## config.mk

```make
export PLATFORM = sky130hd
export DESIGN_NAME = reg16_serializer_flat
export DESIGN_NICKNAME = d
export VERILOG_FILES = /design/src/rtl/reg16_serializer_if.sv /design/src/rtl/reg16_serializer.sv /design/src/flat_wrapper.sv
export SDC_FILE = /design/constraint.sdc
export NUM_CORES = 1
export LEC_CHECK = 0
export ABC_CLOCK_PERIOD_IN_PS = 2300
export BUFFER_PORTS_ARGS = -buffer_cell sky130_fd_sc_hd__buf_4
export CORE_ASPECT_RATIO = 0.8
export CORE_UTILIZATION = 50
export DETAILED_ROUTE_END_ITERATION = 10
export PLACE_DENSITY = 0.77
export SLEW_MARGIN = 20
export SYNTH_ARGS = -nofsm -noshare
export SYNTH_HDL_FRONTEND = slang
export SYNTH_SLANG_ARGS = --single-unit
```

## constraint.sdc

```tcl
create_clock -name clk -period 2.3 [get_ports clk]
set_input_delay 0.46 -clock clk [delete_from_list [all_inputs] [get_ports clk]]
set_output_delay 0.46 -clock clk [all_outputs]
set_load 0.005 [all_outputs]
```

## src/rtl/reg16_serializer_if.sv

```systemverilog
// Load-side and serial-side handshake bundle for reg16_serializer.
// The master modport belongs to the producer/consumer pair; the serializer takes the slave modport.
interface reg16_serializer_if #(
  parameter int WIDTH = 16
);
  logic [WIDTH-1:0] in;
  logic             ld_valid;
  logic             ld_ready;
  logic             sout;
  logic             sout_valid;
  logic             sout_ready;
  logic             busy;
  logic             done;

  modport master (
    output in, ld_valid, sout_ready,
    input  ld_ready, sout, sout_valid, busy, done
  );

  modport slave (
    input  in, ld_valid, sout_ready,
    output ld_ready, sout, sout_valid, busy, done
  );
endinterface

```

## src/rtl/reg16_serializer.sv

```systemverilog
// Parallel-to-serial unloader: captures a word on ld_valid/ld_ready, then emits one bit per sout handshake.
// Optional feature: define SER_PARITY_EN to append an even-parity bit after the data bits.
module reg16_serializer #(
  parameter int WIDTH     = 16,
  parameter bit MSB_FIRST = 1'b1
) (
  input logic               clk,
  input logic               rst_n,
  reg16_serializer_if.slave bus
);

`ifdef SER_PARITY_EN
  localparam int NBITS = WIDTH + 1;
`else
  localparam int NBITS = WIDTH;
`endif
  localparam int CW = $clog2(NBITS + 1);
  localparam logic [CW-1:0] LAST_IDX = CW'(NBITS - 1);

  localparam logic [0:0] IDLE  = 1'b0;
  localparam logic [0:0] SHIFT = 1'b1;

  logic [0:0]       state;
  logic [WIDTH-1:0] shreg;
  logic [CW-1:0]    count;
  logic             sout_q;
  logic             sout_valid_q;
  logic             busy_q;
  logic             done_q;
`ifdef SER_PARITY_EN
  logic             parity_q;
`endif

  logic [WIDTH-1:0] shifted;
  logic             load_bit;
  logic             next_bit;
  logic             load_fire;
  logic             bit_fire;
  logic             last_bit;

  // Ready depends on state alone so the producer can never form a combinational loop through it.
  assign bus.ld_ready   = (state == IDLE);
  assign bus.sout       = sout_q;
  assign bus.sout_valid = sout_valid_q;
  assign bus.busy       = busy_q;
  assign bus.done       = done_q;

  assign load_fire = (state == IDLE) && bus.ld_valid;
  assign bit_fire  = (state == SHIFT) && sout_valid_q && bus.sout_ready;
  assign last_bit  = (count == LAST_IDX);

  always_comb begin
    // NOTE: every always_comb output gets a default first so no path leaves it unassigned (no latch).
    shifted  = '0;
    load_bit = 1'b0;
    next_bit = 1'b0;
    if (MSB_FIRST) begin
      shifted  = {shreg[WIDTH-2:0], 1'b0};
      load_bit = bus.in[WIDTH-1];
      next_bit = shifted[WIDTH-1];
    end else begin
      shifted  = {1'b0, shreg[WIDTH-1:1]};
      load_bit = bus.in[0];
      next_bit = shifted[0];
    end
`ifdef SER_PARITY_EN
    // The bit after the last data bit is the parity captured at load time.
    if (count == CW'(WIDTH - 1)) next_bit = parity_q;
`endif
  end

  always_ff @(posedge clk) begin
    if (!rst_n) begin
      // NOTE: sequential state uses non-blocking assignments so every register samples pre-edge values.
      state        <= IDLE;
      shreg        <= '0;
      count        <= '0;
      sout_q       <= 1'b0;
      sout_valid_q <= 1'b0;
      busy_q       <= 1'b0;
      done_q       <= 1'b0;
`ifdef SER_PARITY_EN
      parity_q     <= 1'b0;
`endif
    end else begin
      done_q <= 1'b0;
      case (state)
        IDLE: begin
          if (load_fire) begin
            shreg        <= bus.in;
            count        <= '0;
            state        <= SHIFT;
            sout_q       <= load_bit;
            sout_valid_q <= 1'b1;
            busy_q       <= 1'b1;
`ifdef SER_PARITY_EN
            parity_q     <= ^bus.in;
`endif
          end
        end
        SHIFT: begin
          if (bit_fire) begin
            // Count saturates at NBITS on the final bit and is cleared only by the next load.
            count <= count + 1'b1;
            if (last_bit) begin
              state        <= IDLE;
              sout_q       <= 1'b0;
              sout_valid_q <= 1'b0;
              busy_q       <= 1'b0;
              done_q       <= 1'b1;
            end else begin
              shreg  <= shifted;
              sout_q <= next_bit;
            end
          end
        end
        default: state <= IDLE;
      endcase
    end
  end

endmodule

```

## src/flat_wrapper.sv

```systemverilog
// flat-port wrapper written by rule: the top's interface ports become plain ports
module reg16_serializer_flat 
#(
  parameter int WIDTH     = 16,
  parameter bit MSB_FIRST = 1'b1
)
  (clk, rst_n, bus_in, bus_ld_valid, bus_sout_ready, bus_ld_ready, bus_sout, bus_sout_valid, bus_busy, bus_done);
  reg16_serializer_if #(.WIDTH(WIDTH)) bus_i ();
  input logic clk;
  input logic rst_n;
  input wire logic [$bits(bus_i.in)-1:0] bus_in;
  input wire logic [$bits(bus_i.ld_valid)-1:0] bus_ld_valid;
  input wire logic [$bits(bus_i.sout_ready)-1:0] bus_sout_ready;
  output wire logic [$bits(bus_i.ld_ready)-1:0] bus_ld_ready;
  output wire logic [$bits(bus_i.sout)-1:0] bus_sout;
  output wire logic [$bits(bus_i.sout_valid)-1:0] bus_sout_valid;
  output wire logic [$bits(bus_i.busy)-1:0] bus_busy;
  output wire logic [$bits(bus_i.done)-1:0] bus_done;
  assign bus_i.in = bus_in;
  assign bus_i.ld_valid = bus_ld_valid;
  assign bus_i.sout_ready = bus_sout_ready;
  assign bus_ld_ready = bus_i.ld_ready;
  assign bus_sout = bus_i.sout;
  assign bus_sout_valid = bus_i.sout_valid;
  assign bus_busy = bus_i.busy;
  assign bus_done = bus_i.done;
  reg16_serializer #(.WIDTH(WIDTH), .MSB_FIRST(MSB_FIRST)) u_core (.clk(clk), .rst_n(rst_n), .bus(bus_i));
endmodule
```

==> flow_metrics.tcl <==
set metrics [dict create \
    clk_pin_slew_ns 0.13 \
    hold_viol 0 \
    vias 935 \
    p_sw_share_pct 27.1 \
    grt_max_degree 26 \
    yosys-top-cells-area "dfxtp_1 39%, mux2i_1 11%, o31ai_2 10%" \
    wl_per_cell_um 14.9 \
    grt_pass1_vias 827 \
    vias_per_cell 5.77 \
    cts_made_buffers 3 \
    clkSinkCount 24 \
    postCtsSetupBuffers 0 \
    yosysSeqAreaShare_pct 38.7 \
    synth_area_sq_um 1240 \
    synth-adder-area-share_pct 2.02 \
    stdcell_count 162 \
    nets 161 \
    grt_first_pass_wirelength_mm 3.83 \
    cts_tree "yes" \
    layout-drive-gt1-share_pct 39.4 \
    synth_edf_count 0 \
    setup.worst_path.end_class "flip-flop" \
    vdd_ir_drop_max_v 0.000287 \
    synth_top_cell_area_share_pct 38.7 \
    post-route-period-util_pct 91.5 \
    slew_violations 0 \
    fin_area_sq_um 1410 \
    antenna_left 0 \
    diodes 0 \
    syn_area_per_cell_sq_um 10.7 \
    worstPathRequired_ns 2.54 \
    crit_path_frequent_cell "ha_1" \
    fmaxAchievable_mhz 475 \
    post_dp_cell_area_sq_um 1390 \
    core_area_sq_um 2250 \
    die_area_sq_um 2680 \
    setup_violations 0 \
    power_frac_comb_pct 19.7 \
    die_x_um 57.7 \
    ys.flop_type "dfxtp_1" \
    arrival_ns 2.34 \
    worstSetupStartpointType "flip-flop" \
    antenna_found_initial 0 \
    initial_utilization_pct 55.1 \
    synth_top_family_by_area "compound AO/OA/AOI/OAI gates" \
    clock-skew-final_ns 0.0110 \
    finalSetupTns_ns 0 \
    gp_congestion 0.823 \
    synthXorXnorAreaFrac_pct 0.706 \
    synth-simple-area-share_pct 11.6 \
    worst-path-max-fanout 14 \
    routed_wl_mm 2.42 \
    cts_buffer_depth 2 \
    synth_cells 116 \
    muxShareOfSynthArea_pct 11.3 \
    dp_hpwl_mm 1.73 \
    drc 2 \
    pin_count 25 \
    p_int_w 0.000585 \
    cp_slowest_stage_delay_ns 0.75 \
    worstMarginPinSlew_ns 0.711 \
    hp-class "primary input to flip-flop" \
    violations "DRC" \
    rsz0062_at_grt "no" \
    post-route-util_pct 62.8 \
    syn-num-nets 138 \
    dp.cells 159 \
    cellPowerDensity_nw_per_um2 568 \
    ctsResizeCount 0 \
    min_period_ns 2.10 \
    synth_common_cells "24 x dfxtp_1, 14 x mux2i_1, 10 x a21oi_2, 10 x o31ai_2, 7 x a21oi_1" \
    path_class "flip-flop to flip-flop" \
    clk_latency_ns 0.31 \
    path_buf_inv 0 \
    ys_types 32 \
    io_buffers 24 \
    clkPwrFrac_pct 22.3 \
    cts_root_buf "clkbuf_4" \
    area_delta_synth_final_pct 14.0 \
    die_y_um 46.5 \
    cts_hold_buf 0 \
    drv_cap 0 \
    async_flop_share_pct 0 \
    power.leakage_nw 0.581 \
    slew_headroom_pct 52.6 \
    yosys_warnings 0 \
    synth_seq_cells 24 \
    power_switching_w 0.000218 \
    synth.most_common_cell "dfxtp_1" \
    firstDrtPassIters 7 \
    htreeDepth 1 \
    row_count 15 \
    synth.largest_area_cell "dfxtp_1" \
    synth_compound_area_share_pct 27.7 \
    cpMaxStageDelayCell "and4b_1" \
    dr.first_iter.drc_count 19 \
    power_w 0.000803 \
    cp_cell_sequence "ha_1, and3_1, ha_1, and4b_1, o31ai_1, a21oi_1" \
    status "finished with violations" \
    grt_usage_pct 19.5 \
    cpLargestDelayFamily "simple AND/OR/NAND/NOR gates" \
    gr-total-overflow 0 \
    seqPwrFrac_pct 57.9 \
]
[cells by family after synthesis]
kind of cell | Yosys count
AOI/OAI and AO/OA | 40
DFF | 24
and+or+nand+nor | 23
muxes | 14
buffers and inverters | 12
adders and majority gates | 2
xor gates and xnor gates | 1
[flip-flops by register name, indices dropped and copies added (netlist names)]
signal,count
u_core.bus.done,1
u_core.state,1
u_core.bus.sout,1
u_core.bus.sout_valid,1
u_core.shreg,15
u_core.count,5
[cells in the final DEF (no fill, tap or decap), drive strengths merged, types with 3 or more instances in the layout]
cell / n
buf: 28
dfxtp: 24
a21oi: 17
mux2i: 14
o31ai: 14
and3: 5
nand3: 5
o21ai: 4
nand2: 3
clkbuf: 3
[path summary, 6_finish.rpt]
kind	from	to	slack (ns)	cells past startpoint
worst max-delay path	u_core.count[0]	u_core.shreg[9]	0.20	6
worst min-delay path	bus_in[0]	u_core.shreg[0]	0.38	3
worst max register to register	u_core.count[0]	u_core.shreg[9]	0.20	6
worst min register to register	u_core.shreg[0]	u_core.shreg[0]	0.49	2
[metal layers]
layer / up-vias / global-route usage, % / wire length [um] / share of wire (%)
met5: - / 0 / 0 / 0
met1: 437 / 25.7 / 1130 / 47
met2: 25 / 32.6 / 1140 / 47
met3: 2 / 5.34 / 124 / 5.1
met4: 0 / 4.29 / 14 / 0.58
li1: 471 / - / - / -
[layout make-up]
| type | count | area [sq um] |
|---|---|---|
| Tap cell | 25 | 31.3 |
| Clock buffer | 3 | 22.5 |
| Inverter | 2 | 7.51 |
| Multi-Input combinational cell | 80 | 662 |
| Sequential cell | 24 | 480 |
| Timing Repair Buffer | 28 | 210 |
| Fill cell | 202 | 838 |
[worst min-delay path: stages]
cell     delay [ns]
buf_4          0.08
nand3_1        0.05
o21ai_0        0.07
[power groups by stage]
| stage | Sequential [W] | Combinational [W] | Clock [W] |
|---|---|---|---|
| 3_3_place_gp | 0.000473 | 0.000156 | 0 |
| 3_5_place_dp | 0.000474 | 0.000159 | 0 |
| 2_1_floorplan | 0.000470 | 0.000115 | 0 |
| 6_report | 0.000465 | 0.000159 | 0.000179 |
| 4_1_cts | 0.000465 | 0.000160 | 0.000186 |
| 5_1_grt | 0.000469 | 0.000172 | 0.000206 |
[through the flow]
step	setup WS, ns	hold slack, ns
6_report	0.196	0.384
5_1_grt	0.0541	0.367
4_1_cts	0.195	0.375
3_5_place_dp	0.238	0.486
3_3_place_gp	0.330	0.450
2_1_floorplan	0.625	0.436
Power figures use the tool's default switching activity.
